### src/rtl/clk_lock_sequencer.sv
// Power-up and relock sequencer for a PLL feeding a DCM: pulses each reset in turn,
// waits for the locks, settles, then reports clocks_ready and counts relocks and timeouts.
module clk_lock_sequencer #(
  parameter int CW            = 20,
  parameter int RST_CYCLES    = 16,
  parameter int LOCK_TIMEOUT  = 65535,
  parameter int SETTLE_CYCLES = 1024
) (
  input  logic       clk,
  input  logic       rst,
  input  logic       pll_lock,
  input  logic       dcm_lock,
  output logic       pll_rst,
  output logic       dcm_rst,
  output logic       clocks_ready,
  output logic [2:0] state,
  output logic [7:0] relock_count,
  output logic [7:0] timeout_count
);

  typedef enum logic [2:0] {
    S_PLL_RST  = 3'd0,
    S_PLL_WAIT = 3'd1,
    S_DCM_RST  = 3'd2,
    S_DCM_WAIT = 3'd3,
    S_SETTLE   = 3'd4,
    S_RUN      = 3'd5
  } state_e;

  localparam logic [CW-1:0] RST_LAST    = CW'(RST_CYCLES - 1);
  localparam logic [CW-1:0] LOCK_LAST   = CW'(LOCK_TIMEOUT - 1);
  localparam logic [CW-1:0] SETTLE_LAST = CW'(SETTLE_CYCLES - 1);
  localparam logic [7:0]    CNT_MAX     = 8'hFF;

  state_e        state_q, state_d;
  logic [CW-1:0] timer_q, timer_d;
  logic          pll_meta_q, pll_s_q;
  logic          dcm_meta_q, dcm_s_q;
  logic          pll_rst_q, dcm_rst_q, ready_q;
  logic [7:0]    relock_q, timeout_q;
  logic          relock_inc, timeout_inc;

  // Next-state decode; within each state the checks are ordered pll loss,
  // dcm loss, then timer expiry so the higher-priority event always wins.
  always_comb begin
    // NOTE: every signal gets a default here so no path leaves it unassigned,
    // which would otherwise infer a latch.
    state_d     = state_q;
    relock_inc  = 1'b0;
    timeout_inc = 1'b0;
    case (state_q)
      S_PLL_RST: begin
        if (timer_q == RST_LAST) state_d = S_PLL_WAIT;
      end
      S_PLL_WAIT: begin
        if (pll_s_q) begin
          state_d = S_DCM_RST;
        end else if (timer_q == LOCK_LAST) begin
          state_d     = S_PLL_RST;
          timeout_inc = 1'b1;
        end
      end
      S_DCM_RST: begin
        if (!pll_s_q)                state_d = S_PLL_RST;
        else if (timer_q == RST_LAST) state_d = S_DCM_WAIT;
      end
      S_DCM_WAIT: begin
        if (!pll_s_q) begin
          state_d = S_PLL_RST;
        end else if (dcm_s_q) begin
          state_d = S_SETTLE;
        end else if (timer_q == LOCK_LAST) begin
          // Only the DCM stage is retried; the PLL is still locked.
          state_d     = S_DCM_RST;
          timeout_inc = 1'b1;
        end
      end
      S_SETTLE: begin
        if (!pll_s_q)                    state_d = S_PLL_RST;
        else if (!dcm_s_q)               state_d = S_DCM_RST;
        else if (timer_q == SETTLE_LAST) state_d = S_RUN;
      end
      S_RUN: begin
        // A simultaneous loss of both locks is one relock event, not two.
        if (!pll_s_q) begin
          state_d    = S_PLL_RST;
          relock_inc = 1'b1;
        end else if (!dcm_s_q) begin
          state_d    = S_DCM_RST;
          relock_inc = 1'b1;
        end
      end
      default: state_d = S_PLL_RST;
    endcase
  end

  // RUN is untimed, so its timer simply holds at the zero it entered with.
  always_comb begin
    if (state_d != state_q)   timer_d = '0;
    else if (state_q == S_RUN) timer_d = timer_q;
    else                       timer_d = timer_q + 1'b1;
  end

  always_ff @(posedge clk) begin
    if (rst) begin
      // NOTE: sequential state is only ever written with non-blocking
      // assignments so every register samples pre-edge values.
      pll_meta_q <= 1'b0;
      pll_s_q    <= 1'b0;
      dcm_meta_q <= 1'b0;
      dcm_s_q    <= 1'b0;
      state_q    <= S_PLL_RST;
      timer_q    <= '0;
      pll_rst_q  <= 1'b1;
      dcm_rst_q  <= 1'b1;
      ready_q    <= 1'b0;
      relock_q   <= '0;
      timeout_q  <= '0;
    end else begin
      pll_meta_q <= pll_lock;
      pll_s_q    <= pll_meta_q;
      dcm_meta_q <= dcm_lock;
      dcm_s_q    <= dcm_meta_q;
      state_q    <= state_d;
      timer_q    <= timer_d;
      // Outputs are decoded from the current state register, so they trail
      // the state by one cycle and are glitch-free.
      pll_rst_q  <= (state_q == S_PLL_RST);
      dcm_rst_q  <= (state_q <= S_DCM_RST);
      ready_q    <= (state_q == S_RUN);
      if (relock_inc && relock_q != CNT_MAX)   relock_q  <= relock_q + 8'd1;
      if (timeout_inc && timeout_q != CNT_MAX) timeout_q <= timeout_q + 8'd1;
    end
  end

  assign pll_rst       = pll_rst_q;
  assign dcm_rst       = dcm_rst_q;
  assign clocks_ready  = ready_q;
  assign state         = state_q;
  assign relock_count  = relock_q;
  assign timeout_count = timeout_q;

endmodule

### config.mk
export PLATFORM = sky130hd
export DESIGN_NAME = clk_lock_sequencer
export DESIGN_NICKNAME = d
export VERILOG_FILES = /design/src/rtl/clk_lock_sequencer.sv
export SDC_FILE = /design/constraint.sdc
export NUM_CORES = 1
export LEC_CHECK = 0
export CAP_MARGIN = 20
export CORE_ASPECT_RATIO = 2
export CORE_MARGIN = 5
export CORE_UTILIZATION = 51
export CTS_CLUSTER_SIZE = 28
export DETAILED_ROUTE_END_ITERATION = 7
export GPL_TIMING_DRIVEN = 0
export PLACE_DENSITY = 0.83
export SKIP_CTS_REPAIR_TIMING = 1
export SLEW_MARGIN = 10
export SYNTH_ARGS = -nofsm -noshare
export SYNTH_HDL_FRONTEND = slang
export SYNTH_SLANG_ARGS = --single-unit
export TNS_END_PERCENT = 100
### constraint.sdc
create_clock -name clk -period 4.6 [get_ports clk]
set_clock_uncertainty 0.05 [all_clocks]
set_input_delay 0.92 -clock clk [delete_from_list [all_inputs] [get_ports clk]]
set_output_delay 0.92 -clock clk [all_outputs]
set_load 0.1 [all_outputs]
; Yosys cells after proc, flatten, opt, wreduce, memory -nomap -nowiden
; Cells that the tools add are included.
[word_totals]
input_bits = 4
ff_bits = 46
word_cells = 52
output_inout_bits = 22
[op_classes]
n_reduce_logical = 4
eq_ne = 11
n_addsub = 3
mux = 22
n_lt_le_gt_ge = 1
[ops]
columns = op, count
row1 = $mux 3, 13
row2 = $add 20x1->20 const B, 1
row3 = $eq 20x10->1 const B, 1
row4 = $eq 20x16->1 const B, 1
row5 = $eq 20x4->1 const B, 1
row6 = $pmux 3 s6, 1
row7 = $add 8x1->8 const B, 2
row8 = $ne 8x8->1 const B, 2
row9 = $mux 1, 7
row10 = $eq 3x2->1 const B, 2
row11 = $eq 3x3->1 const B, 2
row12 = $eq 3x1->1 const B, 1
row13 = $le 3x2->1 const B, 1
row14 = $logic_not 3->1, 1
row15 = $ne 3x3->1, 1
row16 = $logic_and 1x1->1, 2
row17 = $pmux 1 s2, 1
row18 = $reduce_or 2->1, 1

; Longest topological paths before layout
[logic_depth]
depth_word = 7
mapped_depth = 9

; Worst setup path after synthesis
; Ideal clock, no wire load.
[synth_path]
kind = reg2reg
startpoint = register state_q[1], in the netlist state[1]
endpoint = register timer_q[10]
slack_ps = 1920
stages_incl_launch_ff = 9
arrival_time_ps = 2564
cell_sequence = dfxtp_1 > buf_2 > nor2_1 > o211ai_2 > o21ba_4 > or4_4 > buf_6 > buf_12 > a21oi_2
[synth_via]
elab_chain_len = 6
[synth_rtl]
columns = element, line
row1 = from (decl), 35  ; state_e state_q, state_d;
row2 = from (signal assigned), 124  ; state_q <= state_d;
row3 = "$mux 3, on equally long branches", "81, 72"
row4 = "$mux 3, on equally long branches", "80, 70"
row5 = "$mux 3, on equally long branches", "79, 68"
row6 = $pmux 3 s6, 51  ; case (state_q)
row7 = $ne 3x3->1, 99  ; if (state_d != state_q) timer_d = '0;
row8 = $reduce_or 2->1 (no line), --
row9 = to (signal assigned), 125  ; timer_q <= timer_d;
row10 = to (decl), 36  ; logic [CW-1:0] timer_q, timer_d;
; Several ways; a longest one is shown, not always the timed one.
; A chain may end at the register's enable or synchronous reset.

; Final worst setup path
[layout_path]
startpoint = register relock_q[2], in the netlist relock_count[2]
endpoint = output relock_count[2]
[layout_rtl]
columns = element, line
row1 = from (decl), 40  ; logic [7:0] relock_q, timeout_q;
row2 = from (signal assigned), 131  ; if (relock_inc && relock_q != CNT_MAX) relock_q <= relock_q + 8'd1;
row3 = to (decl), 17  ; output logic [7:0] relock_count,
; No word-level cell between the ends.

==> results.md <==
Synth:
- The proportion of netlist area held by the largest area contributor is approximately 40%.
- Counting flops with a built-in enable in the synthesized netlist gives 0.
- The leading cell type by number of instances after synthesis is sky130_fd_sc_hd__dfxtp_1.
- The count of mapped cells out of synthesis is 253.
- The share of flip-flops with an asynchronous set or reset is 0%.
- The part of the Yosys area used for sequential elements is 40.04%.
- After synthesis, the mean cell area works out to 9.090 um2.
- Synthesis produced a netlist with a net count of 261.
- Ranked by total cell area, the synthesized netlist is headed by sky130_fd_sc_hd__dfxtp_1 (40%), sky130_fd_sc_hd__xor2_1 (5.0%), sky130_fd_sc_hd__xnor2_1 (4.6%).
- The cell taking the most area after synthesis is sky130_fd_sc_hd__dfxtp_1.
- The Yosys step of the flow raised 0 warnings.
- The distinct cell type count of the synthesized netlist is 46.
- The flip-flop and latch count after synthesis is 46.
- The cell area after synthesis is 2300 um2.
- By count the netlist is led by sky130_fd_sc_hd__dfxtp_1 (46), sky130_fd_sc_hd__nor2_1 (22), sky130_fd_sc_hd__a21oi_1 (18), sky130_fd_sc_hd__nand2_1 (16), sky130_fd_sc_hd__nand3_1 (16).
- The predominant post-synthesis flop cell is sky130_fd_sc_hd__dfxtp_1.

STA:
- For the pin with the worst max-slew slack, the measured transition is 975.4 ps.
- For the finished layout, the period the worst path requires is 2908 ps.
- The worst-case headroom to the max-slew limit is 34.77%.
- The total of endpoints with negative setup slack in the final report is 0.
- After routing, the total negative slack on setup checks comes to 0 ps.
- Setup repair after global routing left no endpoint under its margin.
- The total count of max-transition violations in the final report is 0.
- The number of endpoints with negative hold slack in the final report is 0.
- The worst hold-check slack is 400.3 ps.
- The final critical path takes up 63.22% of the cycle.
- Derived from the worst setup path, the maximum achievable clock frequency is 0.3439 GHz.
- Setup slack on the critical path of the routed design comes to 1692 ps.

Global route:
- The all-layer global routing usage is between 10% and 20%.
- The via count of the first global-routing pass is 1882.
- The global-route wire length before repair is 8.355 mm.
- The total grt overflow is 0.
- The maximum number of pins on one net before global-route repair is 14.
- The initial antenna violation count came to 0.

Worst hold path:
- The number of cells on the worst hold path is 1.
- In this run the worst hold path is classified as flip-flop to flip-flop.

Drt:
- The detailed router placed about 1900 vias in this run.
- The first routing iteration left 37 violations.
- The mean number of vias per cell is 5.631.
- The iteration count of the initial detailed-routing pass is 4.
- The number of routed nets with antenna violations is 0.
- After detailed routing, the number of remaining DRC violations is 0.
- The wire length after detailed routing is 4.735 mm.
- The average wire per cell in the routed design is 13.97 um.

Worst setup path:
- STA classifies the critical path startpoint as a flip-flop.
- STA classifies the critical path endpoint as an output port.
- The cell family contributing the most delay on the critical path is buffers and inverters.
- STA puts the critical path data arrival time at 1940 ps.
- The largest driver fanout on the critical path is 6.
- By startpoint and endpoint, the worst setup path is classified as flip-flop to output port.
- For this design, the slowest cell found on the critical path is sky130_fd_sc_hd__clkdlybuf4s50_1.
- Across all register-to-register paths, the minimum setup slack is 2360 ps.
- For the worst flop-to-flop path, the logic depth is 7.
- Traced cell by cell, the critical path runs through clkdlybuf4s50_1.
- The number of buffers and inverters on the critical path is 1.
- The number of cells on the critical path is 1.
- The maximum single-stage delay on the critical path is 1180 ps.
- Data on the critical path is required at its endpoint by ~3600 ps.

Floorplanning:
- The die is 105.0 um tall.
- The number of placement rows is 34.
- For this design the top-level I/O count stands at 26.
- The floorplan step set the die width to between 50 and 60 um.
- The effective utilization at floorplan is between 50 and 60%.
- The floorplan core area is ~4400 um2.
- The die covers around 6000 um2.

Place:
- The standard cell area after detailed placement is 2618 um2.
- Detailed placement ended at an HPWL of 3.640 mm.
- Routability-driven placement finished with a final weighted congestion of about 0.85.
- The placement-stage worst setup slack is 1852 ps.
- The placed instance count is 332.
- During placement, the flow inserted port buffers numbering 25.

Clock network:
- The number of levels in the clock H-tree is 2.
- The buffer depth of the longest clock path is 2.
- The TritonCTS clock tree is built.
- Clock-pin slew was measured on the worst setup and hold paths at 80 ps.
- The number of clock sinks seen by CTS is 46.
- The total CTS buffers is 5.
- The clock latency at the later pin of the worst-skew pair is 290 ps.
- The tree is rooted in a sky130_fd_sc_hd__clkbuf_8.

Run:
- Max-cap violations in this run came to 0.

Power:
- The static power due to leakage is 0.9111 nW.
- VDD sags by at most 0.3328 mV.
- The power density over the cells is between 200 and 300 nW/um2.
- The power after layout is 733.3 uW.

Cells and area:
- The area growth from synthesis to layout is 18.72%.
- The post-route netlist has 12.98% of its cells at a drive strength greater than 1.
- Leaving out filler cells and counting taps, the final layout contains 339.
- The number of nets in the layout is just under 300.
- The post-layout instance area is 2730 um2.
- The fill cell total of the finished layout is 380.
- The final antenna diode count is 0.
- The utilization of the core after routing is 62.31%.

Run status:
- The run finished with clean final reports.
## routing by layer
metal  part of all wire [%]  track usage (%)  vias up
met5                      0                0        -
li1                       -                -      964
met1                     38            18.11      898
met3                    1.9            2.346       10
met2                     57            31.39       37
met4                    3.1            8.458        0
## area by class of cell
type / instances / area (um2) / area share, %
clock buffers: 6 / 82.58 / 3.025
well taps: 54 / 67.56 / 2.475
clock inverters: 1 / 30.03 / 1.100
repair buffers: 25 / 250.2 / 9.166
flip-flops and latches: 46 / 920.9 / 33.73
plain buffers: 12 / 87.58 / 3.208
inverters: 4 / 15.01 / 0.5500
multi-input cells: 191 / 1276 / 46.75
## state kept, by name, indices dropped and copies added, names as in the netlist
name,flops
pll_rst,1
pll_meta_q,1
pll_s_q,1
dcm_s_q,1
timeout_count,8
timer_q,20
relock_count,8
state,3
dcm_rst,1
dcm_meta_q,1
clocks_ready,1
## worst paths after layout
path                                      from                  endpoint
setup / recovery  relock_count[2]$_SDFFE_PP0P_           relock_count[2]
hold / removal           pll_meta_q$_SDFF_PP0_        pll_s_q$_SDFF_PP0_
setup reg to reg       timer_q[1]$_SDFFE_PP0N_  timer_q[17]$_SDFFE_PP0N_
hold reg to reg          pll_meta_q$_SDFF_PP0_        pll_s_q$_SDFF_PP0_
## layout by cell type, fill, tap and decap left out, types with 9 or more instances in the layout
cell                               n
sky130_fd_sc_hd__dfxtp_1          46
sky130_fd_sc_hd__a21oi_1          18
sky130_fd_sc_hd__nand2_1          16
sky130_fd_sc_hd__xnor2_1          12
sky130_fd_sc_hd__xor2_1           13
sky130_fd_sc_hd__nand4_1           9
sky130_fd_sc_hd__nand3_1          16
sky130_fd_sc_hd__nor3_1           13
sky130_fd_sc_hd__clkdlybuf4s50_1  25
sky130_fd_sc_hd__a21oi_2          10
sky130_fd_sc_hd__nor2_1           22
## cells by family (layout without fill, tap and decap cells)
family                   after synthesis  after routing  synth area share (%)
AO/OA/AOI/OAI                         42             42                 13.00
buffers and inverters                 16             48                 4.461
XOR/XNOR                              25             25                 9.521
AND/OR/NAND/NOR                      116            116                 29.00
flip-flops                            46             46                 40.04
multiplexers                           4              4                 1.795
adder cells (fa/ha/maj)                4              4                 2.176
## power by group
group / internal (mW) / switching (mW)
logic: 0.0126 / 0.0143
clock network: 0.174 / 0.127
registers: 0.402 / 0.00370
total: 0.588 / 0.145
(Power assumes the default switching activity.)
